$ cat config.mk
export PLATFORM = sky130hd
export DESIGN_NAME = rv32_fetch_queue
export DESIGN_NICKNAME = d
export VERILOG_FILES = /design/src/rtl/rv32_fetch_queue.sv
export SDC_FILE = /design/constraint.sdc
export NUM_CORES = 1
export LEC_CHECK = 0
export ABC_AREA = 0
export CAP_MARGIN = 20
export CORE_AREA = 2 2 220 222
export DETAILED_ROUTE_END_ITERATION = 7
export DIE_AREA = 0 0 222 224
export GPL_ROUTABILITY_DRIVEN = 0
export PLACE_DENSITY = 0.61
export RECOVER_POWER = 25
export SLEW_MARGIN = 25
export SYNTH_ARGS = -nofsm -noshare
export SYNTH_HDL_FRONTEND = slang
export SYNTH_SLANG_ARGS = --single-unit
$ cat constraint.sdc
create_clock -name clk -period 12.17 [get_ports clk]
set_clock_uncertainty 0.1 [all_clocks]
set_input_delay 2.434 -clock clk [delete_from_list [all_inputs] [get_ports clk]]
set_output_delay 2.434 -clock clk [all_outputs]
set_load 0.005 [all_outputs]
$ cat src/rtl/rv32_fetch_queue.sv
// Decoupled RV32 fetch stage: PC generator, static branch predictor, prefetch queue and
// fetch/decode output register. Redirects that arrive during a pending read are parked until it completes.
module rv32_fetch_queue #(
    parameter logic [31:0] RESET_VECTOR      = 32'h0000_0000,
    parameter int          BRANCH_PREDICTION = 0,
    parameter int          QUEUE_DEPTH       = 4
) (
    input  logic                               clk,
    input  logic                               reset,
    input  logic                               stall_in,
    input  logic                               flush_in,
    input  logic                               trap_in,
    input  logic                               branch_mispredicted_in,
    input  logic [31:0]                        trap_pc_in,
    input  logic [31:0]                        branch_pc_in,
    output logic                               instr_read_out,
    output logic [31:0]                        instr_address_out,
    input  logic                               instr_ready_in,
    input  logic [31:0]                        instr_read_value_in,
    input  logic                               instr_fault_in,
    output logic                               overwrite_pc_out,
    output logic [$clog2(QUEUE_DEPTH+1)-1:0]   queue_level_out,
    output logic                               valid_out,
    output logic                               exception_out,
    output logic [3:0]                         exception_cause_out,
    output logic                               branch_predicted_taken_out,
    output logic [31:0]                        pc_out,
    output logic [31:0]                        instr_out
);
    localparam int          LW          = $clog2(QUEUE_DEPTH + 1);
    localparam int          PW          = $clog2(QUEUE_DEPTH);
    localparam logic [31:0] INSTR_NOP   = 32'h0000_0013;
    localparam logic [3:0]  CAUSE_FAULT = 4'd1;
    localparam logic [6:0]  OP_JAL      = 7'b1101111;
    localparam logic [6:0]  OP_BRANCH   = 7'b1100011;
    localparam logic        PRED_JAL    = (BRANCH_PREDICTION == 32'sd1) || (BRANCH_PREDICTION == 32'sd2);
    localparam logic        PRED_BRANCH = (BRANCH_PREDICTION == 32'sd1);
    localparam logic [PW-1:0] PTR_ONE   = PW'(1'b1);
    localparam logic [LW-1:0] LVL_ONE   = LW'(1'b1);

    typedef struct packed {
        logic [31:0] pc;
        logic [31:0] instr;
        logic        fault;
        logic        pred;
    } entry_t;

    entry_t          q_mem_r [QUEUE_DEPTH];
    logic [PW-1:0]   rd_ptr_r, wr_ptr_r;
    logic [LW-1:0]   level_r;
    logic [31:0]     pc_r, target_r;
    logic            overwrite_r;

    logic            valid_r, exception_r, pred_out_r;
    logic [3:0]      cause_r;
    logic [31:0]     pc_out_r, instr_out_r;

    logic            redirect_s, pop_s, read_s, accept_s, push_s;
    logic [31:0]     redirect_target_s, offset_s, imm_j_s, imm_b_s;
    logic            pred_taken_s;
    entry_t          head_s, new_entry_s;

    assign redirect_s        = trap_in | branch_mispredicted_in;
    assign redirect_target_s = trap_in ? trap_pc_in : branch_pc_in;
    assign pop_s             = !stall_in && (level_r != '0) && !redirect_s;
    assign read_s            = !reset && ((level_r < LW'(QUEUE_DEPTH)) || pop_s || overwrite_r);
    assign accept_s          = read_s && instr_ready_in;
    assign push_s            = accept_s && !redirect_s && !overwrite_r;
    assign head_s            = q_mem_r[rd_ptr_r];

    assign imm_j_s = {{12{instr_read_value_in[31]}}, instr_read_value_in[19:12],
                      instr_read_value_in[20], instr_read_value_in[30:21], 1'b0};
    assign imm_b_s = {{20{instr_read_value_in[31]}}, instr_read_value_in[7],
                      instr_read_value_in[30:25], instr_read_value_in[11:8], 1'b0};

    // Static prediction on the returning word; a faulted read always falls through.
    always_comb begin
        pred_taken_s = 1'b0;
        offset_s     = 32'd4;
        if (instr_fault_in) begin
            pred_taken_s = 1'b0;
            offset_s     = 32'd4;
        end else if (PRED_JAL && (instr_read_value_in[6:0] == OP_JAL)) begin
            pred_taken_s = 1'b1;
            offset_s     = imm_j_s;
        end else if (PRED_BRANCH && (instr_read_value_in[6:0] == OP_BRANCH) && instr_read_value_in[31]) begin
            pred_taken_s = 1'b1;
            offset_s     = imm_b_s;
        end else begin
            pred_taken_s = 1'b0;
            offset_s     = 32'd4;
        end
    end

    assign new_entry_s = '{pc:    pc_r,
                           instr: instr_fault_in ? INSTR_NOP : instr_read_value_in,
                           fault: instr_fault_in,
                           pred:  pred_taken_s};

    // Queue storage; contents are only meaningful between the pointers, so no reset.
    always_ff @(posedge clk) begin
        if (push_s) begin
            q_mem_r[wr_ptr_r] <= new_entry_s;
        end
    end

    // Fetch PC, parked redirect target and queue bookkeeping.
    always_ff @(posedge clk) begin
        if (reset) begin
            pc_r        <= RESET_VECTOR;
            target_r    <= 32'h0000_0000;
            overwrite_r <= 1'b0;
            rd_ptr_r    <= '0;
            wr_ptr_r    <= '0;
            level_r     <= '0;
        end else if (redirect_s) begin
            rd_ptr_r <= '0;
            wr_ptr_r <= '0;
            level_r  <= '0;
            if (read_s && !instr_ready_in) begin
                overwrite_r <= 1'b1;
                target_r    <= redirect_target_s;
            end else begin
                overwrite_r <= 1'b0;
                pc_r        <= redirect_target_s;
            end
        end else begin
            if (accept_s && overwrite_r) begin
                overwrite_r <= 1'b0;
                pc_r        <= target_r;
            end else if (push_s) begin
                pc_r <= pc_r + offset_s;
            end
            if (push_s) begin
                wr_ptr_r <= wr_ptr_r + PTR_ONE;
            end
            if (pop_s) begin
                rd_ptr_r <= rd_ptr_r + PTR_ONE;
            end
            if (push_s && !pop_s) begin
                level_r <= level_r + LVL_ONE;
            end else if (pop_s && !push_s) begin
                level_r <= level_r - LVL_ONE;
            end
        end
    end

    // Fetch/decode output register: holds on stall, otherwise head of queue or a bubble.
    always_ff @(posedge clk) begin
        if (reset) begin
            valid_r     <= 1'b0;
            exception_r <= 1'b0;
            cause_r     <= 4'd0;
            pred_out_r  <= 1'b0;
            pc_out_r    <= 32'h0000_0000;
            instr_out_r <= INSTR_NOP;
        end else if (!stall_in) begin
            if (pop_s && !flush_in) begin
                valid_r     <= !head_s.fault;
                exception_r <= head_s.fault;
                cause_r     <= head_s.fault ? CAUSE_FAULT : 4'd0;
                pred_out_r  <= head_s.pred;
                pc_out_r    <= head_s.pc;
                instr_out_r <= head_s.instr;
            end else begin
                valid_r     <= 1'b0;
                exception_r <= 1'b0;
                cause_r     <= 4'd0;
                pred_out_r  <= 1'b0;
                pc_out_r    <= 32'h0000_0000;
                instr_out_r <= INSTR_NOP;
            end
        end
    end

    assign instr_read_out             = read_s;
    assign instr_address_out          = pc_r;
    assign overwrite_pc_out           = overwrite_r;
    assign queue_level_out            = level_r;
    assign valid_out                  = valid_r;
    assign exception_out              = exception_r;
    assign exception_cause_out        = cause_r;
    assign branch_predicted_taken_out = pred_out_r;
    assign pc_out                     = pc_out_r;
    assign instr_out                  = instr_out_r;

endmodule

Word level (Yosys, flattened, before mapping)
Memory sizes are Yosys's and may differ from the RTL's. A register that Yosys moved wholly into a read port is not among the register bits.
Cells that the tools add are included.
- flip-flop bits (word level): 143
- RAM bits: 260
- output and inout port bits: 108
- memories kept: 1
- logic and storage cells: 72
- memories (memory ; words ; bits a word ; rd ports ; clocked after Yosys merged registers in ; write ports ; line ; source):
    q_mem_r ; 4 ; 65 ; 1 ; 1 ; 1 ; 48 ; entry_t q_mem_r [QUEUE_DEPTH];
- reductions and logical operators: 29
- bitwise operators: 1
- multiplexer cells: 22
- add/sub/neg operators: 5
- equality and inequality tests: 1
- order comparisons: 1
- operators by type and width (cell ; count):
    $mux W32 ; 8
    $add A32 B3 Y32 const B ; 1
    $logic_and A1 B1 Y1 ; 11
    $mux W1 ; 10
    $logic_not A1 Y1 ; 9
    $mux W3 ; 2
    $reduce_bool A3 Y1 ; 2
    $add A2 B1 Y2 const B ; 2
    $mux W2 ; 2
    $reduce_and A2 Y1 ; 2
    $reduce_bool A2 Y1 ; 2
    $add A3 B1 Y3 const B ; 1
    $lt A3 B3 Y1 const B ; 1
    $sub A3 B1 Y3 const B ; 1
    $logic_or A1 B1 Y1 ; 2
    $ne A2 B2 Y1 const B ; 1
    $reduce_or A2 Y1 ; 1
    $or A1 B1 Y1 ; 1

Logic depth before layout (Yosys ltp)
Gate-level depths: netlist of run 1.
- depth in word-level cells: 13
- depth in mapped cells: 12

Least setup slack after synthesis of run 1
OpenSTA, ideal clock, no wires.
- path kind: input to output
- start point: input port branch_mispredicted_in
- end point: output port instr_read_out
- arrival time: 3115 ps
- required time: 9636 ps
- stages on the path: 3
- setup slack: 6521 ps
- buffers on the path: 1
- cells stage by stage: buf_2 or3_1 a21oi_1
- word-level cells in the longest chain between the ends: 6
- RTL lines (element ; line ; source):
    from (decl) ; 13 ; input logic branch_mispredicted_in,
    $or A1 B1 Y1 ; 63 ; assign redirect_s = trap_in | branch_mispredicted_in;
    $logic_not A1 Y1 ; 65 ; assign pop_s = !stall_in && (level_r != '0) && !redirect_s;
    $logic_and A1 B1 Y1 ; 65 ;
    $logic_or A1 B1 Y1 (2 in a row) ; 66 ; assign read_s = !reset && ((level_r < LW'(QUEUE_DEPTH)) || pop_s || overwrite_r);
    $logic_and A1 B1 Y1 ; 66 ;
    to (decl) ; 16 ; output logic instr_read_out,
Every way passes these cells.

Worst setup path in the final report of run 1
Ends and elaborated chain as after synthesis.

==> results of run 1 <==
-- synthesized netlist by cell type, types with 6 or more instances --
cell       number  area, sq um
or3_1           9         56.3
o2bb2ai_1      10         87.6
dfxtp_1       140         2800
a211oi_1       28          210
nor4_1         10         62.6
mux4_2         65         1460
edfxtp_1      260         7810
o31ai_1         6         45.0
nor2_1        137          514
clkbuf_1       58          218
a22oi_1        68          510
mux2i_1        22          220
buf_4          38          285
and2_1          6         37.5
buf_1          10         37.5
a311oi_1       15          131
buf_2          20          100
and4_1          7         61.3
nor3_1         18         90.1
nand4_1         6         37.5
ha_1            6         75.1
nand3_1        17         85.1
inv_1          14         52.6
nand2_1        59          221
o21ai_0        43          215
a21oi_1        35          175
nor2b_1        30          188
-- routing by layer --
layer	vias up	GRT usage
li1	4868	-
met1	5235	0.223
met2	410	0.270
met3	48	0.0354
met4	0	0.0412
met5	-	0
-- cell type report --
type	count	area share
inverters	14	0.00261
flip-flops and latches	400	0.528
repair buffers	224	0.111
clock inverters	21	0.0103
well taps	615	0.0383
clock buffers	55	0.0572
multi-input cells	667	0.253
-- metrics by stage --
stage | hold slack, ns | util | total power [mW] | setup WS [ns] | instance area (sq um)
2_1_floorplan | 0.374 | - | 1.61 | 6.52 | 16400
3_3_place_gp | 0.385 | 0.395 | 1.70 | 5.30 | 18700
3_5_place_dp | 0.391 | 0.396 | 1.70 | 5.30 | 18700
4_1_cts | 0.399 | 0.425 | 2.98 | 5.29 | 20100
5_1_grt | 0.413 | 0.425 | 3.05 | 5.23 | 20100
6_report | 0.397 | 0.425 | 2.95 | 5.29 | 20100
-- where the power goes --
| group | switching [mW] | total [mW] | internal, mW |
|---|---|---|---|
| clock | 0.524 | 1.28 | 0.752 |
| sequential | 0.0299 | 1.50 | 1.47 |
| combinational | 0.0931 | 0.174 | 0.0809 |
| total | 0.647 | 2.95 | 2.30 |
-- worst reg2reg max path, cell delays in order (launching register included) --
cell	delay (ns)
dfxtp_1	0.43
nor2b_1	0.16
a21oi_1	0.29
and3_1	0.42
and2_4	0.43
buf_4	0.65
-- layout by cell type (no fill, tap or decap), types with 10 or more instances in the layout --
master	n
a311oi_1	15
a22oi_1	68
o2bb2ai_1	10
clkbuf_16	43
nand2_1	59
nor2b_1	30
mux4_2	65
mux2i_1	22
edfxtp_1	260
inv_1	14
o21ai_0	42
a21oi_1	35
clkinv_2	11
nand3_1	17
clkbuf_1	11
a211oi_1	28
buf_4	14
clkdlybuf4s50_1	203
dfxtp_1	138
nor3_1	18
nor2_1	136
-- cells by family after synthesis --
logic type | share of synthesized area
buf+inv | 0.0424
xor+xnor | 0.00268
simple gates | 0.0919
fa+ha+maj | 0.00582
flops | 0.649
other cells | 0.000229
compound gates | 0.105
mux | 0.103
-- worst paths after layout --
kind | start | endpoint
min reg2reg | target_r[10] | target_r[10]
min | target_r[10] | target_r[10]
max | branch_mispredicted_in | instr_read_out
max reg2reg | overwrite_pc_out | q_mem_r[0][27]
-- registers in the layout, indices dropped and copies added, names as in the netlist, 2 cells and up, named ones only --
name / cells
queue_level_out: 3
instr_out: 32
pc_out: 32
wr_ptr_r: 2
q_mem_r: 260
instr_address_out: 32
target_r: 32
rd_ptr_r: 2
==> impl_results.md, run 1 <==
* Total GRT Usage at 0.165
* Met2 wire len at between 15000 and 20000 um
* Mapped cell area at between 15000 and 20000 sq um
* Max Used Layer: met4
* HPWL after DPL at 25600 um
* # Max-Cap Violations at 1
* Die Span Y at 224 um
* Routed Antenna Nets at 0
* Wire length per cell at 20.8 um
* Post-Layout Cell Count at around 2000
* Total Neg Setup Slack at 0 ns
* Fin crit share at 0.566
* Failing checks: max-capacitance violations, max-slew violations
* Via count at between 10000 and 15000
* R2R cell count at 5
* Grt ovf at 0
* Iteration count of the initial detailed-routing pass at 5
* Slowest CP cell: clkdlybuf4s50_1
* TritonCTS clock tree: done
* DRT iter0 DRCs at ~780
* Slew Viols, Final at 37
* Worst Setup Start Kind: input port
* Fin crit period at 6.88 ns
* DRC Markers at 0
* IO Port Bufs at between 200 and 250
* Layout Nets at 1461
* Initial antenna violation count at 0
* Cells along the critical path: clkdlybuf4s50_1 -> buf_4 -> or3_1 -> a21oi_1 -> clkdlybuf4s50_1
* Root Driver: clkbuf_16
* Unrepaired setup endpoints after global routing: false
* Seq/Total Area, Yosys at 0.649
* Hold WC Path Type: flop to flop
* Critical path type: input port to output port
* Outcome: finished, violations left
* VDD IR-drop max at between 70 and 80 uV
* CP most frequent cell: clkdlybuf4s50_1
* Crit end category: output port
* R2R setup slack at between 9 and 10 ns
* Hold Crit Depth at 2
* Share of layout cells above drive strength 1 at 0.118
* Crit path DAT at ~4.4 ns
* Pleak at 6.51 nW
* Number of I/O pins at 212
* Main flop type after synthesis: edfxtp_1
* Row cnt at 80
* Crit path depth at 5
* Max stage delay on crit path at 0.58 ns
* Setup bufs post-CTS at 0
* Dpl cells at between 1500 and 2000
* Worst-path clk slew at 0.06 ns
* Vias in the first global route at roughly 11000
* CTS sink cnt at 400
* Worst-Skew Late Latency at about 0.56 ns
* Ant. Diodes at 0
* Core area at approximately 47000 sq um
* Routed wl met3 at between 3000 and 4000 um
* Register area at between 10000 and 15000 sq um
* Crit path buf inv count at 3
* Area occupied by multi-input gates at approximately 5100 sq um
* #FFs+latches synth at 400
* Layout fillers at between 4000 and 5000
* Gate Count Post-Synth at 1204
* Die W at between 200 and 250 um
* Critical path's top delay family: buffers and inverters
* Fmax at 145 MHz
* Largest net degree at the start of global routing at 76
* Post-synth EDFFs at 260
* Max FO, Critical Path at 35
* Post-synthesis async set-or-reset flop share at 0
* Initial Utilization at 0.345
* Synth warn at 0
* First-pass GRT wire length at about 63000 um
* Rel. slew slack at -0.255
* Avg Inst Size Synth at about 14 sq um
* Routed vias/inst at roughly 5.3
* Worst EP required at between 9 and 10 ns
* Pwr Density at about 150 nW/um^2
* Clock buffers created by TritonCTS at between 40 and 50
* Area growth from synthesis to layout at 23.0%
* Max clock buf depth at 3
* Die area at 49700 sq um
* Final hold violation count at 0
* Final setup viols at 0
* Wl on met1 at around 18000 um
* Hold Buf Count CTS at 0
* Post_cts resized at 0
* Least-Margin Pin Slew at around 1.9 ns
* H-tree Lvls at 2
* Library cells used by synthesis at slightly above 60
* Routed Wire Length at 41400 um
No activity file was read; power rests on OpenSTA's default activity.
==> run 2, diff against run 1 <==
Clock period 12.17 ns to 6.9 ns, I/O delays scaled along.
==> run 2 against run 1 <==
  * The flow still finishes with violations (max-capacitance violations, max-slew violations)
  * Clock-buffer cell count fell by 2
  * Cell area rose by 0.13%
  * Sequential share of layout area fell by 0.069 points
  * Setup slack got worse by 3.2 ns
  * Utilization rose by 0.056 points
  * Critical path depth did not move
  * Power rose by 74%
  * Critical path type unchanged
  * Largest power group unchanged
  * Highest routed layer unchanged
==> impl_results.md, run 2 (synthesized netlist as in run 1, its figures left out) <==
* Outcome: finished, violations left
* Failing checks: max-capacitance violations, max-slew violations
* Critical path's top delay family: buffers and inverters
* Routed wl met3 at a little under 3000 um
* Pre-CTS setup slack at approximately 2.1 ns
* Ant. Diodes at 0
* Core area at approximately 47000 sq um
* H-tree Lvls at 2
* Fmax at about 210 MHz
* Crit path DAT at between 3 and 4 ns
* Area growth from synthesis to layout at 23.2%
* Via count at ~11000
* R2R setup slack at 4.09 ns
* Most frequent cells in the layout: edfxtp_1, clkdlybuf4s50_1, dfxtp_1
* Critical Path Source: branch_mispredicted_in
* Crit end category: output port
* Final worst slack at 2.08 ns
* HPWL after DPL at about 26000 um
* Iteration count of the initial detailed-routing pass at 5
* Cells along the critical path: clkdlybuf4s50_1 -> buf_4 -> or3_1 -> a21oi_1 -> clkdlybuf4s50_1
* CP most frequent cell: clkdlybuf4s50_1
* Hold Buf Count CTS at 0
* Max clock buf depth at 3
* Crit path to: instr_read_out
* Hold WC Path Type: flop to flop
* Clock buffers created by TritonCTS at 40
* Layout Nets at around 1500
* Crit path depth at 5
* Post_cts resized at 0
* Max stage delay on crit path at roughly 0.58 ns
* Final setup viols at 0
* Routed vias/inst at 5.28
* Setup bufs post-CTS at 0
* Die area at just under 50000 sq um
* Initial antenna violation count at 0
* Die Span Y at 224 um
* Critical path type: input port to output port
* Fin crit share at 0.699
* Share of layout cells above drive strength 1 at 0.116
* Least-Margin Pin Slew at between 1.5 and 2 ns
* VDD IR-drop max at between 150 and 200 uV
* Worst-path clk slew at ~0.060 ns
* Slowest CP cell: clkdlybuf4s50_1
* Number of I/O pins at about 210
* Root Driver: clkbuf_16
* Max FO, Critical Path at 35
* Slew Viols, Final at 37
* Fin crit period at 4.82 ns
* Worst Setup Start Kind: input port
* Row cnt at 80
* Register area at approximately 11000 sq um
* Unrepaired setup endpoints after global routing: false
* Largest net degree at the start of global routing at 74
* IO Port Bufs at a little over 200
* Layout fillers at ~4300
* Worst EP required at approximately 5.4 ns
* Area occupied by multi-input gates at 5090 sq um
* CTS sink cnt at 400
* TritonCTS clock tree: done
* Critical R2R Launch: overwrite_pc_out
* Vias in the first global route at roughly 10000
* Met2 wire len at 18500 um
* Commonest non-fill, non-tap cell in the layout: edfxtp_1
* Wl on met1 at between 15000 and 20000 um
* R2R cell count at 9
* # Max-Cap Violations at 1
* Grt ovf at 0
* Rel. slew slack at -0.175
* DRC Markers at 0
* DRT iter0 DRCs at ~860
* Reg2reg end: queue_level_out[2]
* Final hold violation count at 0
* Die W at roughly 220 um
* Max FFs per register at between 200 and 300
* Routed Wire Length at around 41000 um
* Routed Antenna Nets at 0
* Biggest register: q_mem_r
* Pwr Density at approximately 250 nW/um^2
* Dpl cells at around 1900
* Total Neg Setup Slack at 0 ns
* Initial Utilization at 0.345
* Finished Cell Area at roughly 20000 sq um
* Placed Area at roughly 19000 sq um
* Total GRT Usage at 0.162
* Pleak at between 6 and 7 nW
* First-pass GRT wire length at between 60000 and 70000 um
* Max Used Layer: met4
* Crit path buf inv count at 3
* Wire length per cell at about 20 um
* Worst-Skew Late Latency at between 0.5 and 0.6 ns
* Post-Layout Cell Count at 1996
[run 2: tightest hold or removal path: cells and delay by family (launching register included)]
kind / cells / cell delay (ns)
flops: 1 / 0.32
simple gates: 1 / 0.07
compound gates: 1 / 0.06
[run 2: how the worst min path moves through the flow]
stage                     slack [ns]            to          from  depth (start not counted)
final                           0.39     valid_out     valid_out                          2
after CTS                       0.40     valid_out     valid_out                          2
after global routing            0.41     valid_out     valid_out                          2
after detailed placement        0.38     valid_out     valid_out                          2
after global placement          0.38     valid_out     valid_out                          2
after floorplan                 0.37  target_r[17]  target_r[17]                          2
[run 2: power by group]
group	switching, mW	leakage, nW	internal [mW]
clock	0.914	0.637	1.25
combinational	0.163	2.33	0.144
sequential	0.0540	3.52	2.59
total	1.13	6.49	3.99
[run 2: final cells by class]
cell class / count / share of cell area
clock buffers: 53 / 0.0552
clock inverters: 21 / 0.0106
inverters: 14 / 0.00261
multi-input cells: 667 / 0.253
flip-flops and latches: 400 / 0.527
well taps: 615 / 0.0382
repair buffers: 226 / 0.114
[run 2: through the flow]
step,util,hold slack [ns],power [mW]
floorplan,-,0.374,2.85
global placement,0.395,0.377,2.99
detailed placement,0.397,0.384,3.00
CTS,0.425,0.399,5.17
global route,0.425,0.409,5.29
finish,0.425,0.392,5.12
[run 2: metal layers]
metal	global-route usage	vias up
met5	0	-
met2	0.255	407
met1	0.228	5210
met4	0.0427	0
met3	0.0352	55
li1	-	4876
==> run 3, diff against run 2 <==
Clock period 6.9 ns to 4.9 ns, I/O delays scaled along.
==> run 3 against run 2 <==
  * The flow still finishes with violations (max-capacitance violations, max-slew violations)
  * Critical path type unchanged
  * Setup slack got worse by 0.91 ns
  * Power rose by 50%
  * Via count rose by 1.3%
  * Critical endpoint unchanged
  * Sequential cell count did not move
==> impl_results.md, run 3 (synthesized netlist as in run 1, its figures left out) <==
* Total GRT Usage at 0.167
* H-tree Lvls at 2
* Routed Antenna Nets at 0
* Die W at ~220 um
* Hold Buf Count CTS at 0
* Routed vias/inst at between 5 and 6
* Layout fillers at roughly 4300
* Die Span Y at around 220 um
* First-pass GRT wire length at 64100 um
* IO Port Bufs at 207
* Worst-path clk slew at roughly 0.06 ns
* VDD IR-drop max at between 200 and 300 uV
* Total power draw at around 7.7 mW
* DRC Markers at 0
* Max clock buf depth at 3
* Wire length per cell at 20.9 um
* Least-Margin Pin Slew at ~1.9 ns
* Slew Viols, Final at 37
* Setup bufs post-CTS at 0
* Worst Setup Start Kind: input port
* Slowest CP cell: clkdlybuf4s50_1
* Failing checks: max-capacitance violations, max-slew violations
* Iteration count of the initial detailed-routing pass at 5
* Fmax at between 200 and 300 MHz
* Clock buffers created by TritonCTS at 44
* Fin crit share at 0.762
* Layout Nets at 1468
* # Max-Cap Violations at 1
* Rel. slew slack at -0.243
* Routed Wire Length at around 42000 um
* Hold WC Path Type: flop to flop
* Crit path DAT at roughly 2.7 ns
* TritonCTS clock tree: done
* Commonest non-fill, non-tap cell in the layout: edfxtp_1
* Area growth from synthesis to layout at 24.7%
* DRT iter0 DRCs at ~800
* Root Driver: clkbuf_16
* Row cnt at 80
* Unrepaired setup endpoints after global routing: false
* Crit end category: output port
* Worst EP required at between 3 and 4 ns
* Initial Utilization at 0.345
* Core Util, Final at 0.431
* HPWL after DPL at ~27000 um
* Crit path buf inv count at 2
* Core area at between 40000 and 50000 sq um
* Critical path's top delay family: buffers and inverters
* Initial antenna violation count at 0
* Finished Cell Area at approximately 20000 sq um
* Biggest register: q_mem_r
* CTS sink cnt at 400
* Grt ovf at 0
* Post_cts resized at 0
* Worst-Skew Late Latency at between 0.5 and 0.6 ns
* Die area at roughly 50000 sq um
* Max stage delay on crit path at 0.59 ns
* Largest net degree at the start of global routing at 66
* Max FO, Critical Path at 3
* Most frequent cells in the layout: edfxtp_1, clkdlybuf4s50_1, dfxtp_1
* Via count at around 11000
* Final hold violation count at 0
* Final setup viols at 0
* Placed Area at 18800 sq um
* Share of layout cells above drive strength 1 at 0.125
* Max FFs per register at 260
* Fin crit period at roughly 3.7 ns
* Outcome: finished, violations left
* Critical path type: input port to output port
* Number of I/O pins at approximately 210
* Pwr Density at between 300 and 400 nW/um^2
* Pleak at between 6 and 7 nW
* Vias in the first global route at approximately 10000
* Total Neg Setup Slack at 0 ns
* Ant. Diodes at 0
* Cells along the critical path: clkdlybuf4s50_1 -> or3_1 -> a21oi_1 -> clkdlybuf4s50_1
* CP most frequent cell: clkdlybuf4s50_1
-- run 3: cell types whose count changed in the layout (fill, tap and decap cells not counted), moves of 2 or more --
cell,delta
clkbuf_16,+4
buf_4,+6
clkinvlp_4,-2
clkinv_4,+2
inv_16,+2
clkinv_1,-2
bufinv_16,+4
-- run 3: cell type report --
type,count,area [sq um],share of cell area
flip-flops and latches,400,10600,0.521
multi-input cells,667,5090,0.250
repair buffers,230,2300,0.113
clock buffers,59,1230,0.0603
clock inverters,23,327,0.0160
well taps,615,769,0.0378
inverters,14,52.6,0.00258
-- run 3: stage by stage --
| stage | instances | worst slack, ns | hold WS (ns) |
|---|---|---|---|
| 2_1_floorplan | 1207 | 0.731 | 0.374 |
| 3_3_place_gp | 1925 | 0.917 | 0.369 |
| 3_5_place_dp | 1925 | 0.841 | 0.391 |
| 4_1_cts | 2007 | 1.19 | 0.400 |
| 5_1_grt | 2008 | 1.15 | 0.416 |
| 6_report | 2008 | 1.17 | 0.399 |
-- run 3: tightest hold or removal path: stages (launching register included) --
cell and delay (ns):
dfxtp_1 0.30, nor2_1 0.10, a211oi_1 0.05
-- run 3: path summary, 6_finish.rpt --
kind	start	to	slack (ns)	depth (start not counted)
worst max register to register	instr_address_out[2]	instr_address_out[28]	2.15	6
worst min-delay path	target_r[10]	target_r[10]	0.40	2
worst max-delay path	branch_mispredicted_in	instr_read_out	1.17	4
worst min register to register	target_r[10]	target_r[10]	0.40	2
-- run 3: layer usage --
metal	wire length, um	GRT usage
met1	19300	0.236
met2	19400	0.268
met3	2660	0.0312
met4	626	0.0412
met5	0	0
-- run 3: report_power, final --
group / internal [mW] / switching [mW] / total [mW]
combinational: 0.203 / 0.230 / 0.434
sequential: 3.65 / 0.0803 / 3.73
clock: 2.15 / 1.37 / 3.52
total: 6.00 / 1.68 / 7.68
